<file path="src/rtl/dp_access_ctrl.sv">
`default_nettype none
// ============================================================================
//  Module      : dp_access_ctrl
//  Description : Sequences pointer-based memory accesses. SETPTR loads the
//                external dynamic pointer; LOAD/STORE access memory at the
//                pointer and then post-increment it; PEEK reads without the
//                increment. A wait counter aborts memory accesses that go
//                unacknowledged for too long.
//  Revision    : 1.0  initial release
// ============================================================================
module dp_access_ctrl #(
    parameter int TIMEOUT = 8
) (
    input  logic        clk,
    input  logic        reset,

    input  logic        cmd_valid,
    output logic        cmd_ready,
    input  logic [1:0]  cmd_op,
    input  logic [15:0] cmd_data,

    input  logic [15:0] dp_addr,
    output logic        load_dp,
    output logic        inc_dp,
    output logic [15:0] dp_data_in,

    output logic        mem_req,
    output logic        mem_we,
    output logic [15:0] mem_addr,
    output logic [15:0] mem_wdata,
    input  logic        mem_ack,
    input  logic [15:0] mem_rdata,

    output logic        rsp_valid,
    input  logic        rsp_ready,
    output logic [15:0] rsp_data,
    output logic        rsp_err
);

    // Command encodings
    localparam logic [1:0] OP_SETPTR = 2'b00;
    localparam logic [1:0] OP_LOAD   = 2'b01;
    localparam logic [1:0] OP_STORE  = 2'b10;
    localparam logic [1:0] OP_PEEK   = 2'b11;

    // Last wait-count value before an unacknowledged access gives up
    localparam logic [7:0] WAIT_LAST = 8'(TIMEOUT - 1);

    typedef enum logic [2:0] {
        ST_IDLE = 3'd0,
        ST_LDP  = 3'd1,
        ST_MEM  = 3'd2,
        ST_INC  = 3'd3,
        ST_RSP  = 3'd4
    } state_t;

    state_t     r_state;
    logic [1:0] r_op;
    logic [7:0] r_wait_cnt;

    // Control FSM with every output registered; strobes default low each cycle
    always_ff @(posedge clk) begin
        if (!reset) begin
            r_state    <= ST_IDLE;
            r_op       <= OP_SETPTR;
            r_wait_cnt <= 8'd0;
            cmd_ready  <= 1'b0;
            load_dp    <= 1'b0;
            inc_dp     <= 1'b0;
            dp_data_in <= 16'd0;
            mem_req    <= 1'b0;
            mem_we     <= 1'b0;
            mem_addr   <= 16'd0;
            mem_wdata  <= 16'd0;
            rsp_valid  <= 1'b0;
            rsp_data   <= 16'd0;
            rsp_err    <= 1'b0;
        end else begin
            load_dp <= 1'b0;
            inc_dp  <= 1'b0;

            case (r_state)
                ST_IDLE: begin
                    // cmd_ready is low for the first idle cycle after reset,
                    // so a command is only taken once it has been advertised.
                    if (cmd_valid && cmd_ready) begin
                        r_op      <= cmd_op;
                        cmd_ready <= 1'b0;
                        if (cmd_op == OP_SETPTR) begin
                            dp_data_in <= cmd_data;
                            load_dp    <= 1'b1;
                            r_state    <= ST_LDP;
                        end else begin
                            // Address, direction and data are frozen here and
                            // stay constant for the whole memory phase.
                            mem_req    <= 1'b1;
                            mem_we     <= (cmd_op == OP_STORE);
                            mem_addr   <= dp_addr;
                            mem_wdata  <= cmd_data;
                            r_wait_cnt <= 8'd0;
                            r_state    <= ST_MEM;
                        end
                    end else begin
                        cmd_ready <= 1'b1;
                    end
                end

                ST_LDP: begin
                    // load_dp was high for exactly this one cycle
                    cmd_ready <= 1'b1;
                    r_state   <= ST_IDLE;
                end

                ST_MEM: begin
                    // An acknowledge takes priority over a coincident timeout
                    if (mem_ack) begin
                        mem_req <= 1'b0;
                        mem_we  <= 1'b0;
                        rsp_err <= 1'b0;
                        if (r_op == OP_STORE) begin
                            rsp_data <= mem_wdata;
                        end else begin
                            rsp_data <= mem_rdata;
                        end
                        if (r_op == OP_PEEK) begin
                            rsp_valid <= 1'b1;
                            r_state   <= ST_RSP;
                        end else begin
                            inc_dp  <= 1'b1;
                            r_state <= ST_INC;
                        end
                    end else if (r_wait_cnt == WAIT_LAST) begin
                        // Abandon the access: error response, pointer untouched
                        mem_req   <= 1'b0;
                        mem_we    <= 1'b0;
                        rsp_err   <= 1'b1;
                        rsp_data  <= 16'd0;
                        rsp_valid <= 1'b1;
                        r_state   <= ST_RSP;
                    end else begin
                        r_wait_cnt <= r_wait_cnt + 8'd1;
                    end
                end

                ST_INC: begin
                    // inc_dp was high for this one cycle; present the response
                    rsp_valid <= 1'b1;
                    r_state   <= ST_RSP;
                end

                ST_RSP: begin
                    // Payload holds until the consumer takes it
                    if (rsp_ready) begin
                        rsp_valid <= 1'b0;
                        cmd_ready <= 1'b1;
                        r_state   <= ST_IDLE;
                    end
                end

                default: begin
                    mem_req   <= 1'b0;
                    mem_we    <= 1'b0;
                    rsp_valid <= 1'b0;
                    cmd_ready <= 1'b1;
                    r_state   <= ST_IDLE;
                end
            endcase
        end
    end

endmodule
`default_nettype wire

</file>
<file path="config.mk">
export PLATFORM = sky130hd
export DESIGN_NAME = dp_access_ctrl
export DESIGN_NICKNAME = d
export VERILOG_FILES = /design/src/rtl/dp_access_ctrl.sv
export SDC_FILE = /design/constraint.sdc
export NUM_CORES = 1
export LEC_CHECK = 0
export BUFFER_PORTS_ARGS = -buffer_cell sky130_fd_sc_hd__buf_2
export CELL_PAD_IN_SITES_DETAIL_PLACEMENT = 1
export CELL_PAD_IN_SITES_GLOBAL_PLACEMENT = 2
export CORE_ASPECT_RATIO = 0.7
export CORE_MARGIN = 1.5
export CORE_UTILIZATION = 27
export CTS_BUF_LIST = sky130_fd_sc_hd__clkbuf_4 sky130_fd_sc_hd__clkbuf_8 sky130_fd_sc_hd__clkbuf_16
export DETAILED_ROUTE_END_ITERATION = 16
export PLACE_DENSITY_LB_ADDON = 0.1
export REMOVE_ABC_BUFFERS = 1
export SLEW_MARGIN = 5
export SYNTH_ARGS = -nofsm -noshare
export SYNTH_HDL_FRONTEND = slang
export SYNTH_SLANG_ARGS = --single-unit
</file>
<file path="constraint.sdc">
create_clock -name clk -period 1.9 [get_ports clk]
set_input_delay 0.38 -clock clk [delete_from_list [all_inputs] [get_ports clk]]
set_output_delay 0.38 -clock clk [all_outputs]
set_load 0.02 [all_outputs]
</file>
### Yosys cells after proc, flatten, opt, wreduce, memory -nomap -nowiden

Cells that the tools add are included.

| storage, ports and cells | value |
|---|---|
| bits in registers | 84 |
| output and inout port bits | 71 |
| logic and storage cells | 87 |

| operators by class | value |
|---|---|
| add/sub/neg operators | 1 |
| eq/ne operators | 15 |
| mux-type cells | 34 |
| bitwise gates (word level) | 4 |
| reduce and logical (&&, ||, !) cells | 19 |

Operator list:

| cell | number |
|---|---|
| 16-bit 2-to-1 mux | 3 |
| 8-bit 2-to-1 mux | 4 |
| 8-bit one-hot mux with 2 select lines | 1 |
| 1-bit 2-to-1 mux | 15 |
| 3-bit 2-to-1 mux | 5 |
| 3-bit AND reduction | 5 |
| 3-bit one-hot mux with 4 select lines | 1 |
| 2-bit inequality test, second input constant | 5 |
| 1-bit one-hot mux with 3 select lines | 3 |
| 8-bit by 1-bit adder with 8-bit output, second input constant | 1 |
| 8-bit by 3-bit equality test with 1-bit output, second input constant | 1 |
| 4-bit AND reduction | 2 |
| 2-bit equality test, second input constant | 3 |
| 3-bit by 2-bit equality test with 1-bit output, second input constant | 2 |
| 3-bit inequality test, second input constant | 2 |
| 2-bit AND reduction | 3 |
| 5-bit AND reduction | 1 |
| 1-bit inverter | 4 |
| 1-bit one-hot mux with 4 select lines | 1 |
| 2-bit nonzero test | 2 |
| 2-bit OR reduction | 2 |
| 3-bit by 1-bit equality test with 1-bit output, second input constant | 1 |
| 3-bit equality test, second input constant | 1 |
| 3-bit zero test | 1 |
| other kinds (4) | 4 |

### Depth between registers and ports, before layout

Gate-level depths: netlist of the first run.

| depth | value |
|---|---|
| depth after elaboration | 4 |
| mapped depth | 7 |
| depth with buffers taken out | 5 |

### Worst setup path after synthesis of the first run

No wires, ideal clock.

| timing path | value |
|---|---|
| path type | register to register |
| start | reg r_state[0] |
| end | reg mem_wdata[0] |
| library setup time | 132 ps |
| data arrival time | 1546 ps |
| required time | 1768 ps |
| slack | 222 ps |
| stages on the path, launching flop included | 8 |
| path buffers | 3 |
| cell sequence | dfxtp_1 buf_6 or3_4 or3_1 buf_2 buf_6 nand2_1 a21oi_1 |

| on the way | value |
|---|---|
| longest elaborated chain between the ends | 2 |

Ends and longest elaborated chain:

| element | RTL line | source |
|---|---|---|
| start, declared | 57 | `state_t r_state;` |
| start signal, assigned | 64 | `r_state <= ST_IDLE;` |
| start signal, assigned | 92 | `r_state <= ST_LDP;` |
| start signal, assigned | 101 | `r_state <= ST_MEM;` |
| 3-bit zero test | 82 | `case (r_state)` |
| 3-bit AND reduction (no line) | - |  |
| end signal, assigned | 99 | `mem_wdata <= cmd_data;` |
| end, declared | 30 | `output logic [15:0] mem_wdata,` |

Every way passes these cells.
A chain may end at the register's enable or synchronous reset.

### Final worst setup path of the first run

| timing path | value |
|---|---|
| start | reg r_wait_cnt[0] |
| end | reg r_wait_cnt[6] |

| on the way | value |
|---|---|
| longest elaborated chain between the ends | 4 |
| elaborated cells on any way between the ends | 7 |

Ends and longest elaborated chain:

| element | RTL line | source |
|---|---|---|
| start, declared | 59 | `logic [7:0] r_wait_cnt;` |
| start signal, assigned | 141 | `r_wait_cnt <= r_wait_cnt + 8'd1;` |
| 8-bit by 1-bit adder with 8-bit output | 141 |  |
| 8-bit 2-to-1 mux | 132 | `end else if (r_wait_cnt == WAIT_LAST) begin` |
| 8-bit 2-to-1 mux | 116 | `if (mem_ack) begin` |
| 8-bit one-hot mux with 2 select lines | 82 |  |

Several ways; a longest one is shown, not always the timed one. The select of a mux whose other input is x is not followed.

==> metrics.md, run 1 <==
| Metric | Value |
|---|---|
| Mapped Cells | `roughly 420` |
| Final antenna-violating net count | `0` |
| Core Region | `about 12,000 µm²` |
| Vias | `3,427` |
| Critical Path Start | `r_wait_cnt[0]$_SDFFE_PN0P_` |
| Worst-Skew Late Latency | `around 0.33 ns` |
| Post-synth EDFFs | `0` |
| RSZ-0062 raised after global routing | `no` |
| Worst slack, placed | `0.06635 ns` |
| Maxcap violations | `0` |
| Slew HR | `between 50% and 60%` |
| Leak Pwr | `~0.0020 µW` |
| DR iter-0 viols | `~140` |
| Tmin final | `1.752 ns` |
| Worst-margin pin slew | `roughly 0.62 ns` |
| Placer Congestion | `around 0.77` |
| Port buffer count | `approximately 130` |
| Chip Height | `roughly 98 µm` |
| Synthesis Warnings | `0` |
| Pwr Density | `~990 nW/µm²` |
| Sw Share | `between 20 and 30%` |
| Final hold violation count | `0` |
| Worst Path Required | `about 2.2 ns` |
| Final period utilization | `between 90% and 100%` |
| H-tree levels | `3` |
| Die X | `138.1 µm` |
| Final TNS setup | `0 ns` |
| First-pass iteration count of the detailed router | `4` |
| Sequential fraction of the synthesis area | `roughly 49%` |
| CP Launch Type | `flip-flop` |
| Vias in the first global route | `between 3,000 and 4,000` |
| Reg2reg end | `r_wait_cnt[6]$_SDFFE_PN0P_` |
| Clock power frac | `between 40% and 50%` |
| RR Startpoint | `r_wait_cnt[0]$_SDFFE_PN0P_` |
| Core Util, Final | `between 30% and 40%` |
| CTS Root Cell | `clkbuf_16` |
| Max FO, Critical Path | `10` |
| Initial antenna violation count | `0` |
| DR DRC count | `0` |
| Status | `finished, final reports clean` |
| Fin. max-slew vios | `0` |
| Flop pwr share | `between 40% and 50%` |
| Mean number of vias per cell | `just under 5` |
| Max VDD drop | `439.1 µV` |
| CTS tree | `done` |
| Layout cell share with drive strength beyond 1 | `between 30% and 40%` |
| Reg2reg setup slack | `0.15 ns` |
| Maximum clock frequency | `roughly 570 MHz` |
| Post-synth top area share | `~49%` |
| Worst Hold Path EP | `mem_addr[9]$_SDFFE_PN0P_` |
| Register bit total from synthesis | `84` |
| GRT overflow | `0` |
| Endpoint type of the worst setup path | `flip-flop` |
| Setup CP Type | `reg2reg` |
| Gr usage total | `between 10% and 20%` |
| Detail Placement HPWL | `roughly 8.4 mm` |
| CTS Hold Bufs | `0` |
| Post-synth ARST share | `0%` |
| Hold Path Depth | `3` |
| Ports placed on the boundary | `126` |
| Clock buffer depth | `2` |
| Routed wire length | `about 12 mm` |
| Clk sink count | `84` |
| Skew final | `between 0.003 and 0.004 ns` |
| Mapped Avg Cell Area | `roughly 8.2 µm²` |
| Final setup margin | `between 0.1 and 0.15 ns` |
| Mapped cell area | `3448 µm²` |
| Final Setup Violations | `0` |
| Comb power frac | `between 10% and 20%` |
| Arrival time worst endpoint | `about 2.0 ns` |
| FP Rows | `34` |
| Worst hold start | `dp_addr[9]` |
| Hold Path Class | `in2reg` |
| Num CTS Buffers | `9` |
| Worst-path clk slew | `roughly 0.06 ns` |
| Area Overhead vs Synth | `36.32%` |
| Ant. Diodes | `0` |
| Die area | `around 13,000 µm²` |
| Net Sw Power | `approximately 1300 µW` |
| Global-route wire length before repair | `between 15 and 20 mm` |
| Internal | `between 3000 and 4000 µW` |
| # nets final | `about 600` |
| R2R cell count | `5` |
| Prevailing post-synth register cell | `dfxtp_1` |
| Yosys top cell by area | `dfxtp_1` |
| Synth top area cells | `dfxtp_1 (49%), nand2_1 (13%), a21oi_1 (10%), mux2_2 (5.6%), o21ai_0 (3.0%)` |
| WL/cell | `around 17 µm` |
| Largest net degree at the start of global routing | `38` |
| Unique masters post-synth | `44` |
| Starting Density | `~28%` |
==> what timing repair did <==
action | CTS | global route
gates resized for setup | 0 | 1
buffers inserted | 0 | 0
setup endpoints to repair | 0 | 2
==> cells in the final DEF, fill, tap and decap left out, drive strengths merged, types with 2 or more instances in the layout <==
| cell | instances |
|---|---|
| buf | 147 |
| nand2 | 123 |
| dfxtp | 84 |
| a21oi | 71 |
| o21ai | 22 |
| mux2 | 17 |
| nor2 | 12 |
| clkbuf | 11 |
| nor3 | 9 |
| nand3 | 8 |
| o221a | 4 |
| and3 | 3 |
| nor4 | 2 |
| mux2i | 2 |
| a31o | 2 |
| nand2b | 2 |
| nand3b | 2 |
| a31oi | 2 |
| nand4 | 2 |
| bufinv | 2 |
| inv | 2 |
| or3 | 2 |
==> kinds of logic after synthesis <==
| kind of cell | count (synthesis) | share of synthesized area (%) |
|---|---|---|
| AOI/OAI and AO/OA | 110 | 18.14 |
| adders and majority gates | 1 | 0.3628 |
| buffers and inverters | 32 | 4.608 |
| DFF | 84 | 48.77 |
| muxes | 19 | 6.132 |
| and+or+nand+nor | 172 | 21.99 |
==> critical path, stage by stage (launching register included) <==
cell and delay, ns:
dfxtp_1 0.35, ha_1 0.23, and4bb_2 0.25, a211o_2 0.45
nor3_2 0.21, o221a_1 0.20
==> state kept, by name (all words and copies together) (netlist names), 2 cells and up <==
name,count
rsp_data,16
r_wait_cnt,8
mem_wdata,16
r_op,2
r_state,3
mem_addr,16
dp_data_in,16
==> through the flow <==
stage | area [µm²] | hold slack (ns) | total power (µW) | std cells
2_1_floorplan | 3297 | 0.4618 | 2399 | 388
3_3_place_gp | 4374 | 0.4393 | 2796 | 697
3_5_place_dp | 4374 | 0.4451 | 2813 | 697
4_1_cts | 4700 | 0.2717 | 4750 | 712
5_1_grt | 4701 | 0.2801 | 4920 | 712
6_report | 4701 | 0.2818 | 4664 | 712
==> cell usage after synthesis, drive strengths merged (3+ instances only) <==
library cell	instances
buf	11
and3	3
nor3	9
clkbuf	19
a21oi	71
o221a	4
o21ai	22
nand2	123
mux2	17
dfxtp	84
nand3	8
nor2	12
==> worst max path at each step <==
stage                                 endpoint  slack, ns  cells after the start
floorplan              r_state[1]$_SDFFE_PN0P_      -0.54                      4
global placement          mem_req$_SDFFE_PN0P_       0.14                      4
detailed placement  r_wait_cnt[1]$_SDFFE_PN0P_       0.07                      6
CTS                       mem_req$_SDFFE_PN0P_       0.06                      5
global route        r_wait_cnt[2]$_SDFFE_PN0P_       0.06                      5
finish              r_wait_cnt[6]$_SDFFE_PN0P_       0.15                      5
==> metal layers <==
layer	GRT usage, %	routed length (µm)	up-vias
met5	0	0	-
met2	27.63	5054	98
met1	25.02	5872	1626
li1	-	-	1690
met4	4.291	106	0
met3	4.830	727	13
==> final cells by class <==
type,instances,area [µm²]
clock buffer,11,252.7
clock inverter,4,72.57
fill,1529,7721
inverter,2,7.507
multi-input combinational,302,1630
sequential,84,1682
tap,162,202.7
timing repair buffer,147,853.3
==> power groups by stage <==
stage	clock network (µW)	logic [µW]	registers [µW]
2_1_floorplan	0	340	2060
3_3_place_gp	0	841	1960
3_5_place_dp	0	852	1960
4_1_cts	1970	857	1920
5_1_grt	2060	929	1930
6_report	1900	841	1920
Note: power is estimated with default switching activity, not from simulation.
==> run 2, diff against run 1 <==
Settings changed: RECOVER_POWER set to 50.
==> run 2 against run 1 <==
Utilization is 0.76 points lower. Worst hold slack hardly changed. First-iteration DRC count is 10% lower. Power is 0.46% lower. Maximum frequency is 0.19% lower. Wire length is 0.15% higher. Critical path type unchanged.
==> metrics.md, run 2 (synthesis results as in run 1) <==
| Metric | Value |
|---|---|
| Status | `finished, final reports clean (unchanged)` |
| Core Region | `12,420 µm² (unchanged)` |
| Maxcap violations | `0 (unchanged)` |
| Final Setup Violations | `0 (unchanged)` |
| Core Util, Final | `37.09% (was 37.84%)` |
| DR iter-0 viols | `124 (was 138)` |
| Fin. max-slew vios | `0 (unchanged)` |
| First-pass iteration count of the detailed router | `4 (unchanged)` |
| Die X | `138.1 µm (unchanged)` |
| Final antenna-violating net count | `0 (unchanged)` |
| Area Overhead vs Synth | `33.60% (was 36.32%)` |
| Ports placed on the boundary | `126 (unchanged)` |
| Starting Density | `27.76% (unchanged)` |
| H-tree levels | `3 (unchanged)` |
| DR DRC count | `0 (unchanged)` |
| Mean number of vias per cell | `4.810 (was 4.813)` |
| FP Rows | `34 (unchanged)` |
| Final period utilization | `92.39% (was 92.22%)` |
| Slew HR | `57.50% (unchanged)` |
| Max VDD drop | `438.7 µV (was 439.1 µV)` |
| Clock buffer depth | `2 (unchanged)` |
| Sw Share | `27.33% (was 27.15%)` |
| Num CTS Buffers | `9 (unchanged)` |
| Placer Congestion | `0.7654 (unchanged)` |
| CTS Root Cell | `clkbuf_16 (unchanged)` |
| Post-route cell area | `4607 µm² (was 4701 µm²)` |
| Internal | `3374 µW (was 3398 µW)` |
| Layout cell share with drive strength beyond 1 | `22.73% (was 35.64%)` |
| Post-CTS Setup Bufs | `0 (unchanged)` |
| Max FO, Critical Path | `10 (unchanged)` |
| Hold Path Class | `in2reg (unchanged)` |
| Vias | `3,425 (was 3,427)` |
| Chip Height | `97.55 µm (unchanged)` |
| Endpoint type of the worst setup path | `flip-flop (unchanged)` |
| Leak Pwr | `0.001688 µW (was 0.001993 µW)` |
| Overall power | `4643 µW (was 4664 µW)` |
| Initial antenna violation count | `0 (unchanged)` |
| Maximum clock frequency | `569.7 MHz (was 570.7 MHz)` |
| GRT overflow | `0 (unchanged)` |
| Gr usage total | `17.98% (unchanged)` |
| # nets final | `602 (unchanged)` |
| CTS tree | `done (unchanged)` |
| Post-DP Area | `4374 µm² (unchanged)` |
| Routed wire length | `11.78 mm (was 11.76 mm)` |
| Tmin final | `1.755 ns (was 1.752 ns)` |
| Clock power frac | `40.9% (was 40.8%)` |
| # resized after CTS | `0 (unchanged)` |
| Worst-path clk slew | `0.06 ns (about the same)` |
| Comb power frac | `17.6% (was 18.0%)` |
| Global-route wire length before repair | `19.00 mm (unchanged)` |
| Flop pwr share | `41.4% (was 41.2%)` |
| Arrival time worst endpoint | `2.03 ns (was 2.02 ns)` |
| WL/cell | `16.54 µm (was 16.52 µm)` |
| Final hold violation count | `0 (unchanged)` |
| Detail Placement HPWL | `8.427 mm (unchanged)` |
| Ant. Diodes | `0 (unchanged)` |
| Net Sw Power | `1269 µW (was 1266 µW)` |
| Die area | `13,470 µm² (unchanged)` |
| Port buffer count | `125 (unchanged)` |
| Worst Path Required | `2.17 ns (about the same)` |
| Largest net degree at the start of global routing | `38 (unchanged)` |
| Pwr Density | `1008 nW/µm² (was 992.1 nW/µm²)` |
| CTS Hold Bufs | `0 (unchanged)` |
| Setup CP Type | `reg2reg (unchanged)` |
| Worst-Skew Late Latency | `0.33 ns (about the same)` |
| Worst-margin pin slew | `0.6214 ns (unchanged)` |
| Clk sink count | `84 (unchanged)` |
| CP Launch Type | `flip-flop (unchanged)` |
| Most frequent cells in the layout | `nand2_1 (123), dfxtp_1 (84), clkbuf_1 (71), a21oi_1 (70), buf_2 (54) (was buf_2 (125), nand2_1 (123), dfxtp_1 (84), a21oi_1 (70), o21ai_0 (21))` |
| Vias in the first global route | `3,484 (unchanged)` |
| Filler cells | `1,529 (unchanged)` |
| Final TNS setup | `0 ns (unchanged)` |
| RSZ-0062 raised after global routing | `no (unchanged)` |
| Commonest non-fill, non-tap cell in the layout | `nand2_1 (was buf_2)` |
| Skew final | `0.004074 ns (was 0.003802 ns)` |
[run 2: changes by cell type in the layout (fill, tap and decap cells not counted)]
cell,previous run,this run
buf_2,125,54
buf_4,17,15
clkbuf_1,0,71
clkbuf_2,0,2
[run 2: path summary, 6_finish.rpt]
kind / startpoint / endpoint / slack (ns) / depth (start not counted)
worst max-delay path: r_wait_cnt[0]$_SDFFE_PN0P_ / r_wait_cnt[6]$_SDFFE_PN0P_ / 0.14 / 5
worst min-delay path: dp_addr[9] / mem_addr[9]$_SDFFE_PN0P_ / 0.28 / 3
worst max register to register: r_wait_cnt[0]$_SDFFE_PN0P_ / r_wait_cnt[6]$_SDFFE_PN0P_ / 0.14 / 5
worst min register to register: mem_addr[15]$_SDFFE_PN0P_ / mem_addr[15]$_SDFFE_PN0P_ / 0.45 / 2
[run 2: area by class of cell]
cell class	instances	area, µm²	area share [%]
Sequential cell	84	1682	36.50
Tap cell	162	202.7	4.400
Clock inverter	4	72.57	1.575
Multi-Input combinational cell	302	1630	35.39
Timing Repair Buffer	147	759.5	16.49
Inverter	2	7.507	0.1630
Clock buffer	11	252.7	5.486
[run 2: power by group through the flow]
stage	clock network [µW]	logic, µW	registers (µW)
6_report	1900	818	1920
5_1_grt	2060	904	1940
4_1_cts	1970	857	1920
3_5_place_dp	0	852	1960
3_3_place_gp	0	841	1960
2_1_floorplan	0	340	2060
[run 2: routing by layer]
| layer | wire (µm) | part of all wire [%] | GRT usage (%) | vias up |
|---|---|---|---|---|
| li1 | - | - | - | 1696 |
| met5 | 0 | 0 | 0 | - |
| met2 | 5098 | 43 | 27.63 | 88 |
| met1 | 5936 | 50 | 25.02 | 1628 |
| met3 | 637 | 5.4 | 4.830 | 13 |
| met4 | 106 | 0.90 | 4.291 | 0 |
[run 2: critical path, cell delays in order (launching register included)]
cell	delay, ns
dfxtp_1	0.36
ha_1	0.23
and4bb_2	0.25
a211o_2	0.45
nor3_2	0.21
o221a_1	0.20
[run 2: per-stage QoR]
step / setup slack, ns / hold slack [ns] / cells
6_report: 0.1447 / 0.2818 / 712
5_1_grt: 0.06137 / 0.2801 / 712
4_1_cts: 0.06072 / 0.2717 / 712
3_5_place_dp: 0.06635 / 0.4451 / 697
3_3_place_gp: 0.1421 / 0.4393 / 697
2_1_floorplan: -0.5365 / 0.4618 / 388
==> run 3, diff against run 2 <==
Settings changed: PLACE_DENSITY set to 0.88, PLACE_DENSITY_LB_ADDON 0.1 to unset.
==> run 3 against run 2 <==
Largest cell class unchanged. Die area is the same. Cell area shrank 1.4%. Power shrank 5.1%. Via count grew 0.67%.
==> metrics.md, run 3 (synthesis results as in run 1) <==
| Metric | Value |
|---|---|
| Status | `finished, final reports clean (unchanged)` |
| Tmin final | `1.807 ns (was 1.755 ns)` |
| Commonest non-fill, non-tap cell in the layout | `nand2_1 (unchanged)` |
| Core Util, Final | `36.56% (was 37.09%)` |
| Post-CTS Setup Bufs | `0 (unchanged)` |
| Placer Congestion | `0.8723 (was 0.7654)` |
| Setup CP Type | `reg2reg (unchanged)` |
| Worst Path Required | `2.13 ns (was 2.17 ns)` |
| Endpoint type of the worst setup path | `flip-flop (unchanged)` |
| Global-route wire length before repair | `18.73 mm (was 19.00 mm)` |
| Reg2reg end | `mem_addr[7]$_SDFFE_PN0P_ (was r_wait_cnt[6]$_SDFFE_PN0P_)` |
| Vias | `3,448 (was 3,425)` |
| Ant. Diodes | `0 (unchanged)` |
| Worst-path clk slew | `0.07 ns (was 0.06 ns)` |
| Placed Cells | `696 (was 697)` |
| Final cell count without fillers | `712 (unchanged)` |
| Area Overhead vs Synth | `31.71% (was 33.60%)` |
| Skew final | `0.009065 ns (was 0.004074 ns)` |
| Mean number of vias per cell | `4.843 (was 4.810)` |
| Chip Height | `97.55 µm (unchanged)` |
| Final hold violation count | `0 (unchanged)` |
| Core Region | `12,420 µm² (unchanged)` |
| Hold Path Class | `in2reg (unchanged)` |
| WL/cell | `16.52 µm (was 16.54 µm)` |
| Final Setup Violations | `0 (unchanged)` |
| Post-DP Area | `4342 µm² (was 4374 µm²)` |
| Detail Placement HPWL | `8.436 mm (was 8.427 mm)` |
| Worst hold start | `dp_addr[5] (was dp_addr[9])` |
| Port buffer count | `125 (unchanged)` |
| Initial antenna violation count | `0 (unchanged)` |
| Gr usage total | `17.59% (was 17.98%)` |
| Max VDD drop | `402.3 µV (was 438.7 µV)` |
| CP Launch Type | `flip-flop (unchanged)` |
| Slew HR | `60.50% (was 57.50%)` |
| GR met1 Demand/Resource | `22.76% (was 25.02%)` |
| FP Rows | `34 (unchanged)` |
| Hold Path Depth | `3 (unchanged)` |
| Starting Density | `27.76% (unchanged)` |
| Reg2reg setup slack | `0.09 ns (was 0.14 ns)` |
| Final antenna-violating net count | `0 (unchanged)` |
| Layout cell share with drive strength beyond 1 | `22.73% (unchanged)` |
| Worst Hold Path EP | `mem_addr[5]$_SDFFE_PN0P_ (was mem_addr[9]$_SDFFE_PN0P_)` |
| Pwr Density | `969.8 nW/µm² (was 1008 nW/µm²)` |
| Largest net degree at the start of global routing | `44 (was 38)` |
| # nets final | `601 (was 602)` |
| CTS Hold Bufs | `0 (unchanged)` |
| Post-route cell area | `4542 µm² (was 4607 µm²)` |
| Die area | `13,470 µm² (unchanged)` |
| Worst-Skew Late Latency | `0.34 ns (was 0.33 ns)` |
| RSZ-0062 raised after global routing | `no (unchanged)` |
| Worst-margin pin slew | `0.5910 ns (was 0.6214 ns)` |
| CTS Root Cell | `clkbuf_16 (unchanged)` |
| Num CTS Buffers | `9 (unchanged)` |
| Vias in the first global route | `3,528 (was 3,484)` |
| Die X | `138.1 µm (unchanged)` |
| Maximum clock frequency | `553.4 MHz (was 569.7 MHz)` |
| Most frequent cells in the layout | `nand2_1 (123), dfxtp_1 (83), clkbuf_1 (72), a21oi_1 (70), buf_2 (54) (was nand2_1 (123), dfxtp_1 (84), clkbuf_1 (71), a21oi_1 (70), buf_2 (54))` |
| DR iter-0 viols | `123 (was 124)` |
| Final period utilization | `95.11% (was 92.39%)` |
| GR peak layer | `met2 (unchanged)` |
| GRT overflow | `0 (unchanged)` |
| H-tree levels | `3 (unchanged)` |
| Max FO, Critical Path | `22 (was 10)` |
| GR Layer Usage met2 | `28.21% (was 27.63%)` |
| Routed wire length | `11.76 mm (was 11.78 mm)` |
| Clk sink count | `84 (unchanged)` |
| Clock buffer depth | `2 (unchanged)` |
| Maxcap violations | `0 (unchanged)` |
| DR DRC count | `0 (unchanged)` |
| Ports placed on the boundary | `126 (unchanged)` |
| Overall power | `4405 µW (was 4643 µW)` |
| CTS tree | `done (unchanged)` |
| R2R cell count | `5 (unchanged)` |
| First-pass iteration count of the detailed router | `4 (unchanged)` |
| Leak Pwr | `0.001631 µW (was 0.001688 µW)` |
| Met3 Use GR | `6.013% (was 4.830%)` |
| RR Startpoint | `r_state[1]$_SDFFE_PN0P_ (was r_wait_cnt[0]$_SDFFE_PN0P_)` |
| Arrival time worst endpoint | `2.03 ns (about the same)` |
| Fin. max-slew vios | `0 (unchanged)` |
## run 3: power by group
group / total [µW] / internal, µW / switching [µW]
clock: 1690 / 928 / 758
combinational: 790 / 280 / 510
sequential: 1930 / 1860 / 70.8
## run 3: layout make-up
| class | count | area [µm²] |
|---|---|---|
| Fill cell | 1564 | 7880 |
| Sequential cell | 84 | 1683 |
| Multi-Input combinational cell | 302 | 1637 |
| Timing Repair Buffer | 146 | 725.7 |
| Clock buffer | 10 | 239.0 |
| Tap cell | 162 | 202.7 |
| Clock inverter | 6 | 47.55 |
| Inverter | 2 | 7.507 |
## run 3: stage by stage
step | setup TNS, ns | worst slack, ns | hold slack (ns)
floorplan | -15.47 | -0.5365 | 0.4618
global placement | 0 | 0.09203 | 0.4381
detailed placement | -0.03687 | -0.01971 | 0.4453
CTS | 0 | 0.01780 | 0.2626
global route | 0 | 0.03600 | 0.2745
finish | 0 | 0.09300 | 0.2745
## run 3: what timing repair did
| action | 4_1_cts | 5_1_grt |
|---|---|---|
| resized for setup | 2 | 3 |
| cloned | 0 | 0 |
| endpoints found under the setup margin | 2 | 10 |
## run 3: worst max path at each step
stage,start,slack (ns),end,cells after the start
2_1_floorplan,r_state[1]$_SDFFE_PN0P_,-0.54,r_state[1]$_SDFFE_PN0P_,4
3_3_place_gp,r_state[1]$_SDFFE_PN0P_,0.09,r_wait_cnt[4]$_SDFFE_PN0P_,4
3_5_place_dp,r_wait_cnt[0]$_SDFFE_PN0P_,-0.02,mem_req$_SDFFE_PN0P_,5
4_1_cts,r_wait_cnt[0]$_SDFFE_PN0P_,0.02,mem_we$_SDFFE_PN0P_,5
5_1_grt,r_state[1]$_SDFFE_PN0P_,0.04,mem_addr[7]$_SDFFE_PN0P_,5
6_report,r_state[1]$_SDFFE_PN0P_,0.09,mem_addr[7]$_SDFFE_PN0P_,5
## run 3: routing by layer
layer / vias up / routed length, µm
met5: - / 0
met1: 1651 / 5456
li1: 1687 / -
met4: 0 / 78
met2: 102 / 5301
met3: 8 / 925
## run 3: critical path: stages, from the launching register on
cell,delay [ns]
dfxtp_2,0.38
or3_1,0.49
or3_1,0.41
buf_4,0.23
nand2_1,0.11
a21oi_1,0.06
